==> src/rtl/seq_shift_add_multiplier.sv <==
// seq_shift_add_multiplier: multi-cycle shift-add multiplier retiring DIGIT multiplier bits per cycle, signed/unsigned, valid/ready on both sides.
module seq_shift_add_multiplier #(
  parameter int WIDTH = 8,
  parameter int DIGIT = 1
) (
  input  logic               clk,
  input  logic               rst,
  input  logic               in_valid,
  output logic               in_ready,
  input  logic [WIDTH-1:0]   a,
  input  logic [WIDTH-1:0]   b,
  input  logic               signed_op,
  output logic               out_valid,
  input  logic               out_ready,
  output logic [2*WIDTH-1:0] product,
  output logic               busy
);
  localparam int N  = WIDTH / DIGIT;
  localparam int PW = 2 * WIDTH;
  localparam int CW = $clog2(N + 1);
  if (DIGIT < 1 || DIGIT > WIDTH || (WIDTH % (DIGIT < 1 ? 1 : DIGIT)) != 0) begin : g_bad_digit
    $error("seq_shift_add_multiplier: DIGIT must be in 1..WIDTH and divide WIDTH");
  end
  typedef enum logic [1:0] {IDLE, BUSY, DONE} state_t;
  state_t state, state_n;
  logic [PW-1:0]    a_sh, acc, sum, res;
  logic [WIDTH-1:0] b_sh, a_mag, b_mag;
  logic [CW-1:0]    cnt;
  logic             neg, last;
  always_comb begin
    last      = cnt == CW'(N - 1);
    a_mag     = (signed_op && a[WIDTH-1]) ? -a : a;
    b_mag     = (signed_op && b[WIDTH-1]) ? -b : b;
    sum       = acc + a_sh * PW'(b_sh[DIGIT-1:0]);
    res       = neg ? -sum : sum;
    in_ready  = state == IDLE && !rst;
    out_valid = state == DONE;
    busy      = state != IDLE;
    state_n   = rst ? IDLE :
                state == IDLE ? (in_valid ? BUSY : IDLE) :
                state == BUSY ? (last ? DONE : BUSY) :
                state == DONE ? (out_ready ? IDLE : DONE) : IDLE;
  end
  // The multiplicand shifts left and the multiplier right, so each cycle's slice lands at DIGIT*count.
  always_ff @(posedge clk) begin
    state <= state_n;
    if (rst) begin
      product <= '0;
      acc     <= '0;
      cnt     <= '0;
    end else if (state == IDLE && in_valid) begin
      a_sh <= {{WIDTH{1'b0}}, a_mag};
      b_sh <= b_mag;
      neg  <= signed_op && (a[WIDTH-1] ^ b[WIDTH-1]);
      acc  <= '0;
      cnt  <= '0;
    end else if (state == BUSY) begin
      acc  <= sum;
      a_sh <= a_sh << DIGIT;
      b_sh <= b_sh >> DIGIT;
      cnt  <= cnt + 1'b1;
      if (last) product <= res;
    end
  end
endmodule

==> config.mk <==
export PLATFORM = sky130hd
export DESIGN_NAME = seq_shift_add_multiplier
export DESIGN_NICKNAME = d
export VERILOG_FILES = /design/src/rtl/seq_shift_add_multiplier.sv
export SDC_FILE = /design/constraint.sdc
export NUM_CORES = 1
export LEC_CHECK = 0
export BUFFER_PORTS_ARGS = -buffer_cell sky130_fd_sc_hd__buf_2
export CORE_MARGIN = 4
export CORE_UTILIZATION = 60
export DETAILED_ROUTE_END_ITERATION = 16
export GPL_TIMING_DRIVEN = 0
export PLACE_DENSITY = 0.82
export SYNTH_ARGS = -nofsm -noshare
export SYNTH_HDL_FRONTEND = slang
export SYNTH_SLANG_ARGS = --single-unit
==> constraint.sdc <==
create_clock -name clk -period 10.2 [get_ports clk]
set_clock_uncertainty 0.05 [all_clocks]
set_input_delay 1.02 -clock clk [delete_from_list [all_inputs] [get_ports clk]]
set_output_delay 1.02 -clock clk [all_outputs]
set_load 0.05 [all_outputs]
==> impl_metrics.tcl <==
set metrics [dict create \
    outcome "complete, no violations" \
    fin_nets 517 \
    grt_max_degree 16 \
    synth_top_area_share_pct 20.3 \
    finalHoldViolCount 0 \
    area_growth_pct 14.1 \
    endpoint_kind "register" \
    syn_area_um2 3750 \
    cts_inserted_buffers 9 \
    clock_sinks 63 \
    insertion_delay_ps 350 \
    drt_iter0_drc 302 \
    cap_violations 0 \
    cp_data_required_time_ps 10440 \
    die_w_um 87.1 \
    antenna_cells 0 \
    synthTopCellsByCount "nor2_1 (60), a21oi_1 (44), nand2_1 (39)" \
    yosysSeqAreaShare_pct 40.3 \
    slew_viol_final 0 \
    grt_pass1_vias 2994 \
    crit_type "register to register" \
    start_kind "register" \
    antenna_found_initial 0 \
    multi_input_area_um2 2110 \
    htreeDepth 3 \
    clk_pin_slew_ps 80 \
    fin_crit_sh_pct 38.1 \
    grt_pass1_wl_um 13900 \
    dieHeight_um 87.1 \
    drcViolationCount 0 \
    boundaryPins 40 \
    yosys.cell_count.top_type "nor2_1" \
    gr-usage-all-layers_pct 23.5 \
    route.vias.total 3158 \
    leakage_nw 1.78 \
    synth-edff-count 25 \
    cp_slowest_cell "edfxtp_1" \
    viasPerCell 5.68 \
    syn_inst 425 \
    arrival_ps 4120 \
    cts_hold_buf 0 \
    cts_tree "done" \
    synthArstFlopShare_pct 0 \
    hp-class "register to register" \
    grt_overflow_total 0 \
    setup_viol 0 \
    dr.pass1.iters 4 \
    dp_hpwl_um 6340 \
    start_util_pct 62.6 \
    regArea_um2 1510 \
    port_buffers 39 \
    cp_max_fo 10 \
    synthFlopType "dfxtp_1" \
    fin_setup_tns_ps 0 \
    cts_resized 0 \
    max_stage_delay_ps 500 \
    antenna_left 0 \
    fillers 495 \
    path_cells "clkbuf_1 -> and2_1 -> fa_1 -> a211oi_1 -> o21bai_1 -> a221oi_1 -> o21ai_0 -> a21oi_1 -> xnor2_1 -> o41ai_2 -> or4_1 -> nand3_1" \
    cts.path.max_buffers 2 \
    ys_seq_elements 63 \
    layout.cells.non_filler 556 \
    worst_pin_slew_ps 684 \
    fmax_mhz 257 \
    drt-total-wl_um 8340 \
    root_buffer "clkbuf_8" \
    core_area_um2 5990 \
    ys_types 54 \
    ys_warn_count 0 \
    post_cts_buffers 0 \
    dpl.cell_count 540 \
    relSlewSlack_pct 54.1 \
    synth.area.top_cells "dfxtp_1 (20%), edfxtp_1 (20%), ha_1 (6.3%)" \
    synth_top_cell_by_area "dfxtp_1" \
    rsz0062_at_grt "false" \
    syn_nets 466 \
    row_count 28 \
    finalCriticalPeriod_ps 3890 \
    ir_drop_v 0.0000983 \
    wire_per_inst_um 15.0 \
    dieArea_um2 7580 \
    syn_avg_cell_area_um2 8.83 \
    final_layout_size_suffix_gt1_share_pct 15.2 \
    power_density_nw_per_um2 150 \
    place.gp.congestion 0.923 \
]
[final cells by class]
class                           count  share of cell area [%]
Multi-Input combinational cell    333                    49.3
Sequential cell                    63                    35.3
Timing Repair Buffer               40                    4.91
Clock buffer                       10                    3.22
Buffer                             19                    2.19
Tap cell                           75                    2.19
Clock inverter                      6                    1.96
Inverter                           10                   0.877
[layout by cell type (no fill, tap or decap), drive strengths merged, types with 3 or more instances in the layout]
cell type and n:
o41ai 3, inv 10, xor2 17, ha 19, a21o 4, nand4 4
nand3 7, buf 46, nor2b 10, nand2 39, and2 20, nor3 6
nor2 60, o21ai 12, a21oi 44, mux2i 3, clkbuf 22, xnor2 22
and3 7, edfxtp 25, dfxtp 38, o31ai 5, a211oi 15, or2 5
a31oi 3, or3 3, nand2b 5
[final timing paths]
path	slack (ps)	depth (start not counted)	startpoint	endpoint
max	6310	12	b_sh[0]	product[15]
min	400	2	product[7]	product[7]
max reg2reg	6310	12	b_sh[0]	product[15]
min reg2reg	400	2	product[7]	product[7]
[worst max-delay path, delay by kind of cell, from the launching register on]
| kind | cells | cell delay [ps] |
|---|---|---|
| xor gates and xnor gates | 1 | 240 |
| adders and majority gates | 1 | 440 |
| DFF | 1 | 500 |
| and+or+nand+nor | 3 | 810 |
| buffers and inverters | 1 | 230 |
| AOI/OAI and AO/OA | 6 | 1560 |
[where the power goes]
group	total, mW	switching (mW)	internal [mW]
clock	0.246	0.103	0.143
combinational	0.115	0.0714	0.0433
sequential	0.281	0.00586	0.275
total	0.641	0.180	0.461
[sequential cells by signal, summed over array words and instances (netlist names)]
signal / count
cnt: 4
neg: 1
product: 16
b_sh: 8
a_sh: 16
acc: 16
state: 2
[layer usage]
metal	track usage [%]	share of wire, %	vias up	routed length (um)
met4	11.8	2.5	0	212
met5	0	0	-	0
met3	4.07	5.5	19	457
met2	39.7	48	106	4020
li1	-	-	1594	-
met1	28.8	44	1439	3650
[stage by stage]
stage	utilization (%)	power, mW	hold WS, ps	setup WS (ps)	area [um2]
4_1_cts	71.4	0.640	404	6360	4280
5_1_grt	71.4	0.667	434	5980	4280
3_3_place_gp	67.4	0.394	388	6460	4040
2_1_floorplan	-	0.369	391	6940	3750
6_report	71.4	0.641	400	6310	4280
3_5_place_dp	67.7	0.399	394	6390	4060
[logic make-up (layout without fill, tap and decap cells)]
family	count (synthesis)	after routing	synth area share [%]
mux	4	4	1.10
simple gates	172	172	22.6
buf+inv	29	85	3.50
fa+ha+maj	20	20	6.87
compound gates	98	98	16.5
xor+xnor	39	39	9.11
flops	63	63	40.3
Power figures use the tool's default switching activity.
